$ cat src/rtl/tmds_decoder.sv
// Single-channel TMDS receive decoder for a DVI sink.
// Stage 1 registers the raw deserialized word. Stage 2 classifies it as a
// control token or data, decodes it and registers the outputs.
// A word-alignment FSM running on the stage-1 word requests bitslips from
// the deserializer until it sees a run of control tokens.
module tmds_decoder #(
  parameter int CTRL_RUN   = 8,
  parameter int SEARCH_LEN = 2048,
  parameter int SLIP_HOLD  = 16,
  parameter int LOCK_LOSS  = 4096
) (
  input  logic       clk_pix,
  input  logic       rst,
  input  logic [9:0] tmds_i,
  output logic [7:0] data_o,
  output logic       de_o,
  output logic [1:0] c_o,
  output logic       locked_o,
  output logic       bitslip_o
);

  localparam int RUN_W  = $clog2(CTRL_RUN + 1);
  localparam int WORD_W = $clog2(SEARCH_LEN + 1);
  localparam int HOLD_W = $clog2(SLIP_HOLD + 1);
  localparam int GAP_W  = $clog2(LOCK_LOSS + 1);

  localparam logic [RUN_W-1:0]  RUN_MAX   = RUN_W'(CTRL_RUN);
  localparam logic [WORD_W-1:0] WORD_MAX  = WORD_W'(SEARCH_LEN);
  localparam logic [WORD_W-1:0] WORD_LAST = WORD_W'(SEARCH_LEN - 1);
  localparam logic [HOLD_W-1:0] HOLD_MAX  = HOLD_W'(SLIP_HOLD);
  localparam logic [HOLD_W-1:0] HOLD_LAST = HOLD_W'(SLIP_HOLD - 1);
  localparam logic [GAP_W-1:0]  GAP_MAX   = GAP_W'(LOCK_LOSS);

  typedef enum logic [1:0] {
    SEARCH,
    SLIP_WAIT,
    LOCKED
  } state_t;

  state_t              state, state_n;
  logic [9:0]          w;
  logic [RUN_W-1:0]    run, run_n;
  logic [WORD_W-1:0]   word, word_n;
  logic [HOLD_W-1:0]   hold, hold_n;
  logic [GAP_W-1:0]    gap, gap_n;
  logic                locked_n;
  logic                slip_n;
  logic                is_tok;
  logic [1:0]          tok_c;
  logic [7:0]          q;
  logic [7:0]          d;

  // Stage 1: capture the raw word from the deserializer.
  always_ff @(posedge clk_pix) begin
    if (rst) w <= '0;
    else     w <= tmds_i;
  end

  // Recognise the four control tokens.
  always_comb begin
    is_tok = 1'b1;
    tok_c  = 2'b00;
    case (w)
      10'h354: tok_c = 2'b00;
      10'h0AB: tok_c = 2'b01;
      10'h154: tok_c = 2'b10;
      10'h2AB: tok_c = 2'b11;
      default: is_tok = 1'b0;
    endcase
  end

  // Undo the optional inversion, then the XOR/XNOR transition chain.
  always_comb begin
    q    = w[9] ? ~w[7:0] : w[7:0];
    d    = '0;
    d[0] = q[0];
    for (int unsigned i = 1; i < 8; i++) begin
      d[i] = w[8] ? (q[i] ^ q[i-1]) : ~(q[i] ^ q[i-1]);
    end
  end

  // Alignment FSM: next state, counters, lock flag and slip request.
  always_comb begin
    state_n  = state;
    run_n    = run;
    word_n   = word;
    hold_n   = hold;
    gap_n    = gap;
    locked_n = locked_o;
    slip_n   = 1'b0;
    case (state)
      SEARCH: begin
        run_n  = !is_tok ? '0 : ((run == RUN_MAX) ? run : run + 1'b1);
        word_n = (word == WORD_MAX) ? word : word + 1'b1;
        // Lock is checked first so it wins over a slip in the same cycle.
        if (run_n == RUN_MAX) begin
          state_n  = LOCKED;
          locked_n = 1'b1;
          run_n    = '0;
          word_n   = '0;
          gap_n    = '0;
        end else if (word == WORD_LAST) begin
          state_n = SLIP_WAIT;
          slip_n  = 1'b1;
          run_n   = '0;
          word_n  = '0;
          hold_n  = '0;
        end
      end
      SLIP_WAIT: begin
        hold_n = (hold == HOLD_MAX) ? hold : hold + 1'b1;
        if (hold == HOLD_LAST) begin
          state_n = SEARCH;
          hold_n  = '0;
          run_n   = '0;
          word_n  = '0;
        end
      end
      LOCKED: begin
        gap_n = is_tok ? '0 : ((gap == GAP_MAX) ? gap : gap + 1'b1);
        if (gap_n == GAP_MAX) begin
          state_n  = SEARCH;
          locked_n = 1'b0;
          gap_n    = '0;
          run_n    = '0;
          word_n   = '0;
        end
      end
      default: begin
        state_n  = SEARCH;
        locked_n = 1'b0;
      end
    endcase
  end

  // Alignment FSM state and counter registers.
  always_ff @(posedge clk_pix) begin
    if (rst) begin
      state     <= SEARCH;
      run       <= '0;
      word      <= '0;
      hold      <= '0;
      gap       <= '0;
      locked_o  <= 1'b0;
      bitslip_o <= 1'b0;
    end else begin
      state     <= state_n;
      run       <= run_n;
      word      <= word_n;
      hold      <= hold_n;
      gap       <= gap_n;
      locked_o  <= locked_n;
      bitslip_o <= slip_n;
    end
  end

  // Stage 2: decoded outputs; gating on locked_n keeps de_o/data_o in step
  // with the locked_o value registered on the same edge.
  always_ff @(posedge clk_pix) begin
    if (rst) begin
      data_o <= '0;
      de_o   <= 1'b0;
      c_o    <= '0;
    end else if (is_tok) begin
      data_o <= '0;
      de_o   <= 1'b0;
      c_o    <= tok_c;
    end else begin
      data_o <= locked_n ? d : '0;
      de_o   <= locked_n;
    end
  end

endmodule
$ cat config.mk
export PLATFORM = sky130hd
export DESIGN_NAME = tmds_decoder
export DESIGN_NICKNAME = d
export VERILOG_FILES = /design/src/rtl/tmds_decoder.sv
export SDC_FILE = /design/constraint.sdc
export NUM_CORES = 1
export LEC_CHECK = 0
export ABC_AREA = 1
export CORE_ASPECT_RATIO = 0.8
export CORE_MARGIN = 4
export CORE_UTILIZATION = 63
export CTS_CLUSTER_SIZE = 24
export DETAILED_ROUTE_END_ITERATION = 8
export PLACE_DENSITY_LB_ADDON = 0.25
export SLEW_MARGIN = 10
export SYNTH_ARGS = -nofsm -noshare
export SYNTH_HDL_FRONTEND = slang
export SYNTH_SLANG_ARGS = --single-unit
export TNS_END_PERCENT = 10
$ cat constraint.sdc
create_clock -name clk_pix -period 4.22 [get_ports clk_pix]
set_clock_uncertainty 0.1 [all_clocks]
set_input_delay 0.633 -clock clk_pix [delete_from_list [all_inputs] [get_ports clk_pix]]
set_output_delay 0.633 -clock clk_pix [all_outputs]
set_load 0.01 [all_outputs]
-- After elaboration in Yosys (flattened, before gate mapping)
Cells that the tools add are included.
- bitwise gates (word level): 17
- equal/unequal tests: 22
- multiplexer cells: 42
- $add $sub $neg: 4
- reduce and logical (&&, ||, !) cells: 13
- operator list (cell ; number):
    two-way mux 12 bit ; 5
    two-way mux 13 bit ; 4
    one-hot mux 12 bit (3 select lines) ; 1
    equality test 13 bit, second input constant ; 2
    one-hot mux 13 bit (2 select lines) ; 1
    two-way mux 4 bit ; 6
    equality test 10 bit, second input constant ; 2
    two-way mux 5 bit ; 4
    adder 13 x 1 -> 13 bit, second input constant ; 1
    adder 12 x 1 -> 12 bit, second input constant ; 1
    equality test 12 x 11 -> 1 bit, second input constant ; 1
    equality test 12 bit, second input constant ; 1
    one-hot mux 2 bit (3 select lines) ; 2
    one-hot mux 4 bit (3 select lines) ; 1
    two-way mux 1 bit ; 11
    equality test 10 x 8 -> 1 bit, second input constant ; 1
    equality test 10 x 9 -> 1 bit, second input constant ; 1
    != test 2 bit, second input constant ; 5
    one-hot mux 5 bit (2 select lines) ; 1
    inverter 1 bit ; 9
    equality test 4 bit, second input constant ; 2
    two-way mux 2 bit ; 4
    two-way mux 8 bit ; 1
    inverter 8 bit ; 1
    19 further kinds ; 30
- logic and storage cells: 109
- bits of input ports: 12
- register bits after elaboration: 59
- output and inout bits: 13

-- Logic depth before layout (Yosys ltp)
- word-level depth: 9
- depth in mapped cells: 17
- mapped depth without buffers: 16

-- Worst setup path after synthesis
Ideal clock, no wire load.
- path type: register -> register
- from: reg gap[0]
- to: reg word[0]
- clock period less this slack: 2068 ps
- setup slack: 2152 ps
- cell stages (with the launch flop): 17
- data required time: 4010 ps
- data arrival time: 1858 ps
- path through: dfxtp_1 -> ha_1 -> inv_1 -> nor2_2 -> nand2_1 -> clkinv_1 -> nand3_1 -> nand2_1 -> nand2_1 -> nor3_2 -> nand2_1 -> nand2_2 -> buf_6 -> buf_6 -> nand4_1 -> nand2_1 -> nor2_1
- word-level cells in the longest chain between the ends: 6
- elaborated cells between the ends (all ways): 7
- classes of those cells: add/sub (1); eq/ne (3); mux (2); reduce/logical (1)
- RTL lines (element ; line ; text):
    from (decl) ; 45 ; logic [GAP_W-1:0] gap, gap_n;
    from (signal assigned) ; 151 ; gap <= gap_n;
    adder 13 x 1 -> 13 bit or equality test 13 bit (tied branches) ; 120 ; gap_n = is_tok ? '0 : ((gap == GAP_MAX) ? gap : gap + 1'b1);
    two-way mux 13 bit * (2 in series) ; 120 ;
    equality test 13 bit * ; 121 ; if (gap_n == GAP_MAX) begin
    != test 2 bit (no source line) * ; - ;
    AND reduction 4 bit (no source line) * ; - ;
    to (signal assigned) ; 149 ; word <= word_n;
    to (decl) ; 43 ; logic [WORD_W-1:0] word, word_n;
Mark *: on every way between the ends. The rest lies on a longest branch, timed or not.
A chain may end at the register's enable or synchronous reset.

-- Worst setup path after layout
- from: reg gap[1]
- to: reg word[4]
The elaborated chain is that of the path after synthesis.

==> impl_results.md <==
* Status: finished, final reports clean
* Fraction of layout cells with a size suffix above 1 at 8.468%
* CTS Buffer Depth at 2
* Mapped Area at 3476 µm²
* Postcts setup bufs at 0
* Critical-path cell list: ha_1 -> inv_1 -> nor2_2 -> nand2_1 -> clkinv_1 -> nand3_1 -> nand2_1 -> nand2_1 -> nor3_2 -> nand2_1 -> nand2_2 -> nand3_2 -> nand2_1 -> nand2_1 -> nor2_1
* RSZ-0062 raised after global routing: false
* Reg clk slew, reported paths at approximately 0.07 ns
* Static leakage at 1.810 nW
* Number of H-tree levels at 3
* WP data required at 4.41 ns
* Most frequent cell on the critical path: nand2_1
* Initial antenna violation count at 0
* Vias per inst at about 5.4
* Post_cts resized at 0
* Synth Warn # at 0
* Max Slew Vio Count at 0
* Largest net degree at the start of global routing at 32
* Die W at approximately 91 µm
* Worst r2r src: gap[1]$_SDFFE_PP0P_
* Final hold vios at 0
* Crit. End Element: flop
* Min-delay src: c_o[1]$_SDFFE_PP0P_
* Setup TNS at 0 ns
* Port Buf Inserts at 24
* Setup CP Type: flop to flop
* Die Y at around 74 µm
* Synth Area per Inst at roughly 6.6 µm²
* Placed wire-length estimate at between 5000 and 6000 µm
* CP max stage cell: dfxtp_1
* CTS tree: done
* Crit start category: flop
* Ranking of synthesized cells by area: dfxtp_1 34%, nand2_1 15%, inv_1 8.2%
* Biggest area consumer among synthesized cells: dfxtp_1
* Post-Syn Instances at between 500 and 600
* Final period util at 63.32%
* Area grow syn2layout at 13.00%
* Top cell type's share of synthesized area at approximately 34%
* TritonRoute pass-1 iters at 6
* Slew at the pin closest to its max-slew limit at roughly 0.61 ns
* First-pass GRT wire length at between 10000 and 15000 µm
* ANT cells at 0
* Synth cell types at 37
* Relative slew slack at between 50% and 60%
* RePlAce Congestion at 0.9029
* Detailed-route via count at between 3000 and 4000
* Vias in the first global route at around 3000
* Final Instance Area at around 4000 µm²
* GRT Util Overall at 24.58%
* FP Rows at 23
* CP max stage delay at roughly 0.4 ns
* Crit-path max FO at 20
* Total clock sinks at 59
* Worst-skew pair later-pin latency at 0.35 ns
* CTS root buf: clkbuf_8
* Fmax at around 370 MHz
* Inserted Clock Buffers at 9
* Crit path launch: gap[1]$_SDFFE_PP0P_
* Max-Cap Viols at 0
* Total core area at 5180 µm²
* Starting DRC count in detailed routing at between 200 and 300
* Fillers at between 400 and 500
* Flop and latch count out of synthesis at 59
* Placed inst area at roughly 3700 µm²
* Grt ovf at 0
* Syn_nets at between 500 and 600
* Post-CTS Hold Buffers at 0
* Pwr per Cell Area at 355.6 nW/µm²
* Post-route ant nets at 0
* Die Area at 6777 µm²
* Crit path DAT at around 2.9 ns
* Endpoints failing setup at 0
* Total wire length at 7874 µm
* Nets@finish at 574
* Drt wl/cell at ~13 µm
* Hold crit path type: flop to flop
* Peak supply drop at between 0.2 and 0.3 mV
* Post-route minimum period at roughly 2.7 ns
* Io pins at 25
* Initial Util at between 60% and 70%
* Register area share after synthesis at between 30% and 40%
* Residual DRC at 0
worst max-delay path, delay by kind of cell (launching register included):
family	cells	cell delay, ns
adder cells (fa/ha/maj)	1	0.30
buffers and inverters	2	0.15
flip-flops	1	0.41
AND/OR/NAND/NOR	12	1.67
stage by stage:
step	power (mW)	hold WS [ns]	cells	setup slack, ns	utilization, %
after floorplan	0.8219	0.3570	526	2.152	-
after global placement	0.8703	0.3737	601	1.687	71.96
after detailed placement	0.8802	0.3740	601	1.583	71.96
after CTS	1.396	0.3837	617	1.574	75.82
after global routing	1.471	0.4145	617	1.282	75.82
final	1.397	0.3793	617	1.548	75.82
cells by family after synthesis:
logic type,after synthesis,synth area share (%)
flops,59,33.98
xor+xnor,19,4.788
simple gates,305,39.99
fa+ha+maj,12,4.320
compound gates,34,5.436
buf+inv,97,11.48
worst paths after layout:
kind                            slack [ns]                    to  cells past startpoint
worst max register to register        1.55  word[4]$_SDFFE_PP0P_                     15
worst min-delay path                  0.38   c_o[1]$_SDFFE_PP0P_                      2
worst min register to register        0.38   c_o[1]$_SDFFE_PP0P_                      2
worst max-delay path                  1.55  word[4]$_SDFFE_PP0P_                     15
power breakdown:
group	internal, mW	leakage [nW]	switching (mW)
clock	0.275	0.0958	0.248
combinational	0.0966	1.23	0.157
sequential	0.591	0.480	0.0293
total	0.963	1.81	0.434
layout by cell type, fill, tap and decap left out, drive strengths merged:
| cell type | synthesis | routed |
|---|---|---|
| ha | 12 | 12 |
| xnor2 | 4 | 4 |
| o21bai | 1 | 1 |
| a21oi | 17 | 17 |
| a41oi | 1 | 1 |
| or2 | 4 | 4 |
| nand2 | 143 | 143 |
| clkinvlp | 0 | 2 |
| nand4 | 28 | 28 |
| nor3b | 2 | 2 |
| xor2 | 15 | 15 |
| and3 | 1 | 1 |
| bufinv | 0 | 1 |
| o21ai | 13 | 13 |
| clkdlybuf4s50 | 0 | 24 |
| and3b | 1 | 1 |
| clkbuf | 6 | 9 |
| buf | 7 | 2 |
| clkinv | 4 | 7 |
| nand3b | 1 | 1 |
| nand3 | 42 | 42 |
| inv | 80 | 81 |
| nor2 | 74 | 74 |
| nor3 | 9 | 9 |
| a31oi | 1 | 1 |
| o31ai | 1 | 1 |
| dfxtp | 59 | 59 |
cell usage after synthesis (all sizes together):
cell and count:
and3b 1, inv 80, buf 7, nand3b 1, nand2 143, a41oi 1
xnor2 4, nor2 74, o31ai 1, o21ai 13, nand3 42, a31oi 1
clkinv 4, xor2 15, nor3 9, a21oi 17, nor3b 2, ha 12
o21bai 1, and3 1, or2 4, dfxtp 59, nand4 28, clkbuf 6
area by class of cell:
type,instances,area (µm²),share of cell area [%]
Sequential cell,59,1181,30.07
Timing Repair Buffer,26,255.2,6.499
Inverter,84,317.8,8.092
Multi-Input combinational cell,370,1896,48.26
Clock buffer,9,123.9,3.154
Clock inverter,7,76.32,1.943
Tap cell,62,77.57,1.975
per-layer routing:
metal / part of all wire [%] / track usage, % / wire [µm] / vias up
li1: - / - / - / 1704
met1: 46 / 32.11 / 3589 / 1469
met2: 45 / 39.89 / 3556 / 130
met3: 7.3 / 6.269 / 576 / 21
met4: 1.9 / 9.197 / 151 / 0
met5: 0 / 0 / 0 / -
state kept, by name (all words and copies together) (netlist names):
register and cells:
gap 13, de_o 1, run 4, data_o 8, word 12, w 10
bitslip_o 1, state 2, hold 5, c_o 2, locked_o 1
Power figures use the tool's default switching activity.
